## src/rtl/ts_pkg.sv

```systemverilog
// Shared constants and types for the transport-stream packet multiplexer.
package ts_pkg;

    localparam int         TS_N_CH      = 4;
    localparam int         TS_PKT_LEN   = 188;
    localparam logic [7:0] TS_SYNC_BYTE = 8'h47;

    typedef logic [1:0] ch_idx_t;

    typedef enum logic [2:0] {IDLE, REQ, WAIT, XFER, GAP} state_t;

    typedef struct packed {
        logic [7:0] dat;
        logic       vld;
        logic       sync;
        ch_idx_t    ch;
        logic       err;
    } ts_out_t;

endpackage

```

## src/rtl/rr_arbiter4.sv

```systemverilog
// Round-robin pick of the first requesting channel at or after the pointer.
// Latency: combinational.
// Backpressure: none; the caller decides when to act on the grant.
module rr_arbiter4
    import ts_pkg::*;
(
    input  logic [TS_N_CH-1:0] req_i,
    input  ch_idx_t            ptr_i,
    output ch_idx_t            gnt_idx_o,
    output logic               gnt_vld_o
);

    ch_idx_t cand;

    // Scan from farthest to nearest so the nearest requester wins.
    always_comb begin
        gnt_idx_o = ptr_i;
        gnt_vld_o = 1'b0;
        cand      = ptr_i;
        for (int i = TS_N_CH - 1; i >= 0; i--) begin
            cand = ptr_i + ch_idx_t'(i);
            if (req_i[cand]) begin
                gnt_idx_o = cand;
                gnt_vld_o = 1'b1;
            end
        end
    end

endmodule

```

## src/rtl/ts_packet_mux.sv

```systemverilog
// Polls four channels round-robin, requests one TS packet and re-emits it as a tagged byte stream.
// Latency: first output byte RD_LATENCY+1 cycles after the request pulse; 188 back-to-back bytes.
// Backpressure: OUT_READY gates only the start of a packet; a granted packet always completes.
module ts_packet_mux
    import ts_pkg::*;
#(
    parameter int RD_LATENCY = 2,
    parameter int MIN_GAP    = 3
) (
    input  logic        SYS_CLK,
    input  logic        RST,
    input  logic [3:0]  GOT_FULL_PACKET,
    input  logic [31:0] DATA_IN,
    input  logic        OUT_READY,
    output logic [3:0]  GIVE_ME_ONE_PACKET,
    output logic [7:0]  TS_DATA,
    output logic        TS_VALID,
    output logic        TS_SYNC,
    output logic [1:0]  TS_CH,
    output logic        SYNC_ERR,
    output logic [15:0] ERR_CNT
);

    state_t      state_q, state_d;
    ch_idx_t     ch_sel_q, ch_sel_d;
    ch_idx_t     ptr_q, ptr_d;
    logic [7:0]  cnt_q, cnt_d;
    ts_out_t     out_q, out_d;
    logic [15:0] err_cnt_q, err_cnt_d;

    ch_idx_t     arb_idx;
    logic        arb_vld;
    logic        start_ok;
    logic        first_byte;
    logic [7:0]  byte_in;

    rr_arbiter4 u_arb (
        .req_i     (GOT_FULL_PACKET),
        .ptr_i     (ptr_q),
        .gnt_idx_o (arb_idx),
        .gnt_vld_o (arb_vld)
    );

    assign start_ok   = OUT_READY && arb_vld;
    assign byte_in    = DATA_IN[{ch_sel_q, 3'b000} +: 8];
    assign first_byte = (state_q == XFER) && (cnt_q == 8'd0);

    // One counter serves WAIT, XFER and GAP; it is always zero on entry to each.
    always_comb begin
        state_d  = state_q;
        ch_sel_d = ch_sel_q;
        ptr_d    = ptr_q;
        cnt_d    = cnt_q;
        case (state_q)
            IDLE: begin
                if (start_ok) begin
                    state_d  = REQ;
                    ch_sel_d = arb_idx;
                end
            end
            REQ: begin
                cnt_d   = 8'd0;
                state_d = (RD_LATENCY == 1) ? XFER : WAIT;
            end
            WAIT: begin
                if (cnt_q == 8'(RD_LATENCY - 2)) begin
                    state_d = XFER;
                    cnt_d   = 8'd0;
                end else begin
                    cnt_d = cnt_q + 8'd1;
                end
            end
            XFER: begin
                if (cnt_q == 8'(TS_PKT_LEN - 1)) begin
                    state_d = GAP;
                    cnt_d   = 8'd0;
                    ptr_d   = ch_sel_q + 2'd1;
                end else begin
                    cnt_d = cnt_q + 8'd1;
                end
            end
            GAP: begin
                // Arbitrate in the last gap cycle so back-to-back requests keep the minimum period.
                if (cnt_q == 8'(MIN_GAP - 1)) begin
                    cnt_d = 8'd0;
                    if (start_ok) begin
                        state_d  = REQ;
                        ch_sel_d = arb_idx;
                    end else begin
                        state_d = IDLE;
                    end
                end else begin
                    cnt_d = cnt_q + 8'd1;
                end
            end
            default: state_d = IDLE;
        endcase
    end

    always_comb begin
        out_d      = out_q;
        out_d.vld  = (state_q == XFER);
        out_d.sync = first_byte;
        out_d.err  = first_byte && (byte_in != TS_SYNC_BYTE);
        if (state_q == XFER) begin
            out_d.dat = byte_in;
        end
        if (first_byte) begin
            out_d.ch = ch_sel_q;
        end
        err_cnt_d = err_cnt_q;
        if (out_d.err && (err_cnt_q != 16'hFFFF)) begin
            err_cnt_d = err_cnt_q + 16'd1;
        end
    end

    always_ff @(posedge SYS_CLK or posedge RST) begin
        if (RST) begin
            state_q   <= IDLE;
            ch_sel_q  <= '0;
            ptr_q     <= '0;
            cnt_q     <= '0;
            out_q     <= '0;
            err_cnt_q <= '0;
        end else begin
            state_q   <= state_d;
            ch_sel_q  <= ch_sel_d;
            ptr_q     <= ptr_d;
            cnt_q     <= cnt_d;
            out_q     <= out_d;
            err_cnt_q <= err_cnt_d;
        end
    end

    assign GIVE_ME_ONE_PACKET = (state_q == REQ) ? (4'b0001 << ch_sel_q) : 4'b0000;
    assign TS_DATA            = out_q.dat;
    assign TS_VALID           = out_q.vld;
    assign TS_SYNC            = out_q.sync;
    assign TS_CH              = out_q.ch;
    assign SYNC_ERR           = out_q.err;
    assign ERR_CNT            = err_cnt_q;

endmodule

```

## config.mk

```make
export PLATFORM = sky130hd
export DESIGN_NAME = ts_packet_mux
export DESIGN_NICKNAME = d
export VERILOG_FILES = /design/src/rtl/ts_pkg.sv /design/src/rtl/rr_arbiter4.sv /design/src/rtl/ts_packet_mux.sv
export SDC_FILE = /design/constraint.sdc
export NUM_CORES = 1
export LEC_CHECK = 0
export CAP_MARGIN = 15
export CORE_MARGIN = 3
export CORE_UTILIZATION = 37
export CTS_CLUSTER_DIAMETER = 60
export CTS_CLUSTER_SIZE = 30
export DETAILED_ROUTE_END_ITERATION = 10
export PLACE_DENSITY = 0.64
export SYNTH_ARGS = -nofsm -noshare
export SYNTH_HDL_FRONTEND = slang
export SYNTH_SLANG_ARGS = --single-unit
```

## constraint.sdc

```tcl
create_clock -name SYS_CLK -period 2.8 [get_ports SYS_CLK]
set_clock_uncertainty 0.1 [all_clocks]
set_input_delay 0.42 -clock SYS_CLK [delete_from_list [all_inputs] [get_ports SYS_CLK]]
set_output_delay 0.42 -clock SYS_CLK [all_outputs]
set_load 0.05 [all_outputs]
```

# == Word-level counts from Yosys, hierarchy flattened ==
# Cells that the tools add are included.
# totals
ram_bits,0
in_bits,39
mem_bits_ro,0
memories,0
ff_bits,44
latch_bits,0
output_inout_bits,33
wordCells,75
# op_classes
n_div,0
bitwise_logic,0
n_reduce_logical,11
n_addsub,6
shift,2
mux,30
mul,0
n_eq_ne,12
order_cmp,4
# op_table
cell,count
case mux 8 bit (4 select lines),1
indexed part select 32 x 6 -> 8 bit,1
2-to-1 mux 8 bit,3
"adder 16 x 1 -> 16 bit, second input constant",1
"inequality test 16 bit, second input constant",1
case mux 3 bit (5 select lines),1
"less-than comparator 2 x 3 -> 1 bit, second input constant",4
2-to-1 mux 2 bit,6
2-to-1 mux 3 bit,4
2-to-1 mux 1 bit,9
"adder 8 x 1 -> 8 bit, second input constant",1
binary-select mux 1 bit (select 2 bit),4
"equality test 8 x 2 -> 1 bit, second input constant",1
"equality test 8 bit, second input constant",1
logical NOT 8 bit,1
"inequality test 8 x 7 -> 1 bit, second input constant",1
"equality test 3 x 2 -> 1 bit, second input constant",2
"inequality test 2 bit, second input constant",3
"adder 2 x 1 -> 2 bit, second input constant",2
"adder 2 bit, second input constant",2
logical AND 1 bit,4
2-to-1 mux 4 bit,1
case mux 2 bit (2 select lines),1
AND reduction 2 bit,2
other kinds (8),8

# == Logic depth before layout (Yosys ltp) ==
# Gate-level depths: netlist of run 1.
# logic_depth
word_depth,11
ltp_mapped,7
depth_no_buf,6

# == By module ==
# A second synthesis of run 1 with hierarchy kept.
# hier_totals
cells_unflattened,222
area_unflattened_um2,2477.4
# by_module_without_submodules
module,area_per_inst_um2,instances,cells_each,seq_area_each_um2
ts_packet_mux,2377.3,1,206,1101.1
rr_arbiter4,100.1,1,16,0.0

# == Worst setup path before layout of run 1 ==
# Ideal clock, no wire load.
# synth_timing
path_type,register -> register
start,register err_cnt_q[0] (netlist: ERR_CNT[0])
end,register err_cnt_q[1] (netlist: ERR_CNT[1])
slack_ps,527
synth_period_minus_slack_ps,2273
arrival_ps,2048
path_stages_with_launch,7
setup_ps,125
path_cell_list,dfrtp_1 -> ha_1 -> and3_1 -> dlygate4sd1_1 -> a41oi_4 -> nand2_2 -> mux2_4
# synth_between
elab_chain_cells,2
# synth_lines
element,line,text
from (decl),ts_packet_mux.sv:29,"logic [15:0] err_cnt_q, err_cnt_d;"
from (signal assigned),ts_packet_mux.sv:131,err_cnt_q <= err_cnt_d;
branches (longest 2 deep; another with adder 16 x 1 -> 16 bit),n/a,
# Several ways; the timed one is not identified.
# A chain may end at the register's enable or synchronous reset.

# == Worst setup path after layout of run 1 ==
# layout_timing
start,register ch_sel_q[0]
end,output GIVE_ME_ONE_PACKET[2]
# layout_between
elab_chain_cells,2
# layout_lines
element,line,text
from (decl),ts_packet_mux.sv:25,"ch_idx_t ch_sel_q, ch_sel_d;"
from (signal assigned),ts_packet_mux.sv:127,ch_sel_q <= ch_sel_d;
<< shifter 1 x 2 -> 4 bit,ts_packet_mux.sv:135,assign GIVE_ME_ONE_PACKET = (state_q == REQ) ? (4'b0001 << ch_sel_q) : 4'b0000;
2-to-1 mux 4 bit,ts_packet_mux.sv:135,
to (decl),ts_packet_mux.sv:15,"output logic [3:0] GIVE_ME_ONE_PACKET,"
# No other way between the ends.

==> qor.csv, run 1 <==
stage;metric;value;unit
routing;postRouteAntennaNets;0;
routing;drc;0;
clock_network;cts_tree;done;
logic_synthesis;yosys-top-cells-area;dfrtp_1, xnor2_1, mux4_1, mux2_2, ha_1;
grt;overflow;0;
layout;num-fill-cells;572;
logic_synthesis;yosysMostFrequentCell;dfrtp_1;
floorplan;io_pins;72;
placement;hpwl;4.29;mm
power_and_ir_drop;leakagePower;1.46;nW
power_and_ir_drop;swShare;40.7;%
sta;fin_crit;2.58;ns
logic_synthesis;synth_flop_cell;dfrtp_1;
flow_run;max-cap-violations;0;
routing;routed_via_density;5.17;
critical_path;crit_chain;buf_4 > inv_1 > ha_1 > and2_1 > clkdlybuf4s50_1;
grt;grt_pass1_wl;9.34;mm
logic_synthesis;yosysSeqAreaShare;43.6;%
logic_synthesis;avgSynthCellArea;11.4;µm²
routing;drt-pass1-iter-count;4;
placement;dp_worst_setup_slack;0.365;ns
layout;syn_to_final_growth;35.8;%
sta;hold_viol_final;0;
logic_synthesis;synth-edff-count;0;
sta;setup_ws;0.217;ns
logic_synthesis;async_reset_ff_share;100;%
status;status;completed;
routing;vias;1940;
critical_path;cpPeakStageDelay;0.80;ns
clock_network;clock-sinks;44;
clock_network;cts_buffers;5;
layout;utilization;52.8;%
layout;finalNonFillerCells;375;
power_and_ir_drop;p_clk_share;18.8;%
sta;slew_violations;0;
power_and_ir_drop;ir_drop;0.302;mV
floorplan;die_width;88.6;µm
critical_path;cp-start-kind;flop;
sta;whs;0.383;ns
sta;slew_headroom;59.6;%
grt;grt_use_total;15.3;%
layout;fin_nets;344;
critical_path;cp.required;2.28;ns
placement;port_buffers;71;
floorplan;core_area;6490;µm²
placement;gp_congestion;0.804;
routing;drt_iter0_markers;69;
power_and_ir_drop;power.density;803;nW/µm²
power_and_ir_drop;power;2.76;mW
power_and_ir_drop;combPwrFrac;45.8;%
routing;post_drt_wl_per_cell;14.8;µm
floorplan;rows;29;
clock_network;postCtsSetupBuffers;0;
clock_network;cts_hold_buffers;0;
sta;rsz0062_at_grt;no;
floorplan;start_util;38.9;%
placement;dpl_cell_area;3300;µm²
logic_synthesis;synth.top_cells.by_count;dfrtp_1, xnor2_1, nor2_1;
layout;diodes;0;
sta;fmax;387;MHz
layout;drive_above_1_share;12.8;%
logic_synthesis;synth.distinct_cells;51;
logic_synthesis;yosysTopAreaCell;dfrtp_1;
logic_synthesis;synth_top_area_share;43.6;%
power_and_ir_drop;internal_power;1.64;mW
critical_path;crit_slowest_cell;clkdlybuf4s50_1;
power_and_ir_drop;power_frac_seq;35.4;%
clock_network;h-tree-depth;2;
sta;period_share;92.2;%
sta;setup_viol;0;
logic_synthesis;syn-cell-area;2530;µm²
clock_network;clk_latency;0.30;ns
power_and_ir_drop;power_switching;1.12;mW
routing;wirelength;5.54;mm
logic_synthesis;syn_nets;269;
clock_network;clock_path_buffers;2;
critical_path;arrival;2.06;ns
critical_path;endpoint_kind;output port;
grt;grt_max_degree;45;
critical_path;cp_max_fo;11;
logic_synthesis;ys_seq_elements;44;
critical_path;worstSetupPathType;flop to output port;
grt;grt_pass1_vias;1885;
clock_network;cts-root-buf;clkbuf_8;
placement;dp.cells;367;
sta;tightest_slew;0.601;ns
worst_hold_path;hold_class;flop to flop;
logic_synthesis;syn_inst;222;
clock_network;path_clk_slew;0.08;ns
layout;fin_area;3430;µm²
floorplan;die_h;88.6;µm
sta;fin_setup_tns;0;ns
grt;antenna_found_initial;0;
logic_synthesis;ys_warn_count;0;
floorplan;dieArea;7860;µm²
-- critical path, delay by kind of cell, from the launching register on --
family        cells  cell delay (ns)
simple gates      1             0.11
flops             1             0.36
buf+inv           3             1.14
fa+ha+maj         1             0.16
-- repair_timing --
action | in CTS | in global routing
hold endpoints to repair | 0 | 0
endpoints found under the setup margin | 0 | 4
gates resized for setup | 0 | 1
-- per-layer routing --
metal	part of all wire, %	global-route usage (%)
met5	0	0
met2	50	26.5
met3	3.3	2.51
met1	45	19.5
met4	1.4	4.95
-- cell type report --
type	count	area [µm²]	share of cell area, %
Clock buffer	6	82.6	2.41
Clock inverter	2	38.8	1.13
Inverter	9	33.8	0.985
Multi-Input combinational cell	162	1340	39.0
Sequential cell	44	1100	32.1
Tap cell	77	96.3	2.81
Timing Repair Buffer	75	741	21.6
-- power by group through the flow --
stage / clock [mW] / combinational [mW] / sequential, mW
after floorplan: 0 / 0.553 / 1.31
after global placement: 0 / 1.26 / 0.986
after detailed placement: 0 / 1.27 / 0.990
after CTS: 0.534 / 1.27 / 0.977
after global routing: 0.558 / 1.35 / 1.00
final: 0.518 / 1.26 / 0.976
-- registers in the layout, indices dropped and copies added, names as in the netlist --
| register | cells |
|---|---|
| ERR_CNT | 16 |
| TS_DATA | 8 |
| cnt_q | 8 |
| state_q | 3 |
| TS_CH | 2 |
| ch_sel_q | 2 |
| ptr_q | 2 |
| SYNC_ERR | 1 |
| TS_SYNC | 1 |
| TS_VALID | 1 |
-- placed cells by master, fill, tap and decap left out, types with 2 or more instances in the layout --
cell type	netlist	routed
nor2_1	12	12
nand4_1	7	7
nor3b_1	3	2
nor2b_1	4	4
and3_1	9	9
and2_1	4	4
and2_2	2	2
inv_1	9	9
or3_1	2	2
a21oi_1	5	5
and4_1	3	3
nand2_2	2	2
nand2b_1	3	3
ha_1	8	8
o21ai_0	10	10
mux4_1	5	5
a21o_1	4	4
clkbuf_8	0	6
xnor2_1	17	17
clkdlybuf4s50_1	0	71
mux2_2	9	9
mux4_2	3	3
dfrtp_1	44	44
nor4_1	2	2
nand3_1	11	11
nor3_1	4	4
buf_4	1	4
nand4b_1	2	2
nand2_1	9	9
a31oi_1	2	2
o21a_1	2	2
-- logic make-up (layout without fill, tap and decap cells) --
group / Yosys count / in the layout / share of synthesized area [%]
flops: 44 / 44 / 43.6
fa+ha+maj: 8 / 8 / 3.96
xor+xnor: 17 / 17 / 5.89
simple gates: 87 / 87 / 21.2
mux: 19 / 19 / 12.9
buf+inv: 16 / 92 / 3.66
compound gates: 31 / 31 / 8.77
-- worst paths after layout --
path	from	to	slack [ns]	cells past startpoint
worst max-delay path	ch_sel_q[0]	GIVE_ME_ONE_PACKET[2]	0.22	5
worst min-delay path	TS_CH[1]	TS_CH[1]	0.38	2
worst max register to register	cnt_q[5]	ERR_CNT[1]	0.46	5
worst min register to register	TS_CH[1]	TS_CH[1]	0.38	2
max in group asynchronous	RST	state_q[0]	1.76	3
min in group asynchronous	RST	ERR_CNT[13]	0.47	3
Note: power is estimated with default switching activity, not from simulation.
==> run 2, diff against run 1 <==
Settings changed: CORE_MARGIN 3 to not set.
==> run 2 against run 1 <==
Effect of this change:
- the flow now finishes with violations (design-rule violations)
- power barely moved
- register-to-register slack improved by 0.02 ns
- combinational power barely moved
- sequential cell count stayed put
- global-route usage is 1.2 points higher
- highest routed layer unchanged
==> qor.csv, run 2 (synthesis gave the netlist of run 1 again) <==
stage;metric;value;unit
flow_run;max-cap-violations;0;
layout;final_cell_mix;clkdlybuf4s50_1, dfrtp_1, xnor2_1;
floorplan;die_width;84.6;µm
routing;wirelength;5.36;mm
layout;drive_above_1_share;12.8;%
floorplan;dieArea;7160;µm²
critical_path;arrival;2.09;ns
critical_path;endpoint_kind;output port;
sta;fin_setup_tns;0;ns
clock_network;h-tree-depth;2;
floorplan;io_pins;72;
layout;fin_area;3440;µm²
placement;port_buffers;71;
sta;fin_crit;2.61;ns
sta;fmax;384;MHz
clock_network;cts_tree;done;
critical_path;cp.required;2.28;ns
status;violations;design-rule violations;
power_and_ir_drop;power.density;801;nW/µm²
clock_network;cts-root-buf;clkbuf_8;
sta;slew_headroom;57.9;%
power_and_ir_drop;leakagePower;1.49;nW
layout;fin_nets;344;
floorplan;rows;29;
floorplan;core_area;6460;µm²
status;status;finished, violations left;
routing;vias;1946;
routing;drc;4;
clock_network;post_cts_resized;0;
sta;tightest_slew;0.625;ns
clock_network;postCtsSetupBuffers;0;
grt;grt_pass1_wl;9.34;mm
floorplan;die_h;84.6;µm
layout;diodes;0;
placement;hpwl;4.03;mm
layout;syn_to_final_growth;36.0;%
routing;post_drt_wl_per_cell;14.3;µm
routing;postRouteAntennaNets;0;
clock_network;path_clk_slew;0.08;ns
power_and_ir_drop;power;2.75;mW
placement;dpl_cell_area;3300;µm²
worst_hold_path;hold_class;flop to flop;
sta;hold_viol_final;0;
grt;grt_max_degree;45;
critical_path;cp-start-kind;flop;
clock_network;clock_path_buffers;2;
grt;grt_use_total;16.5;%
sta;slew_violations;0;
floorplan;start_util;39.1;%
routing;routed_via_density;5.19;
layout;largest_reg_flops;16;
power_and_ir_drop;ir_drop;0.348;mV
critical_path;cp_max_fo;12;
grt;grt_pass1_vias;1854;
routing;drt_iter0_markers;88;
clock_network;clk_latency;0.30;ns
sta;rsz0062_at_grt;no;
clock_network;cts_hold_buffers;0;
layout;final_common_cell;clkdlybuf4s50_1;
routing;drt-pass1-iter-count;9;
clock_network;cts_buffers;5;
sta;setup_viol;0;
grt;overflow;0;
clock_network;clock-sinks;44;
sta;period_share;93.1;%
placement;gp_congestion;0.771;
critical_path;worstSetupPathType;flop to output port;
grt;antenna_found_initial;0;
-- run 2: changes by cell type in the layout (fill, tap and decap cells not counted), sizes merged --
cell,before,now
clkdlybuf4s50,71,69
dlymetal6s2s,0,2
-- run 2: final timing paths --
| path | startpoint | cells after the start | slack, ns | end |
|---|---|---|---|---|
| min in group asynchronous | RST | 3 | 0.46 | ERR_CNT[15] |
| hold reg to reg | TS_CH[1] | 2 | 0.38 | TS_CH[1] |
| setup / recovery | ch_sel_q[1] | 4 | 0.19 | GIVE_ME_ONE_PACKET[1] |
| max in group asynchronous | RST | 3 | 1.75 | ptr_q[0] |
| hold / removal | TS_CH[1] | 2 | 0.38 | TS_CH[1] |
| setup reg to reg | cnt_q[5] | 5 | 0.48 | ERR_CNT[1] |
-- run 2: area by class of cell --
type / instances / area (µm²)
Fill cell: 611 / 3020
Multi-Input combinational cell: 162 / 1340
Sequential cell: 44 / 1100
Timing Repair Buffer: 75 / 746
Tap cell: 77 / 96.3
Clock buffer: 6 / 82.6
Clock inverter: 2 / 38.8
Inverter: 9 / 33.8
-- run 2: through the flow --
stage / worst slack, ns / hold slack, ns / cells / util [%]
3_3_place_gp: 0.402 / 0.363 / 367 / 51.2
2_1_floorplan: 0.527 / 0.380 / 222 / -
4_1_cts: 0.0596 / 0.390 / 375 / 53.0
3_5_place_dp: 0.379 / 0.371 / 367 / 51.2
6_report: 0.194 / 0.384 / 375 / 53.2
5_1_grt: 0.0756 / 0.408 / 375 / 53.2
-- run 2: power breakdown --
group	switching (mW)	internal [mW]
clock	0.228	0.292
combinational	0.715	0.537
sequential	0.175	0.806
-- run 2: routing by layer --
layer	up-vias	GRT usage (%)	share of wire (%)	wire (µm)
li1	968	-	-	-
met4	0	5.24	1.5	83
met5	-	0	0	0
met3	9	3.05	3.4	180
met2	42	27.7	49	2610
met1	927	21.5	46	2480
-- run 2: critical path, cell delays in order, from the launching register on --
cell,delay [ns]
dfrtp_1,0.63
inv_1,0.15
ha_1,0.20
and2_1,0.12
clkdlybuf4s50_1,0.70
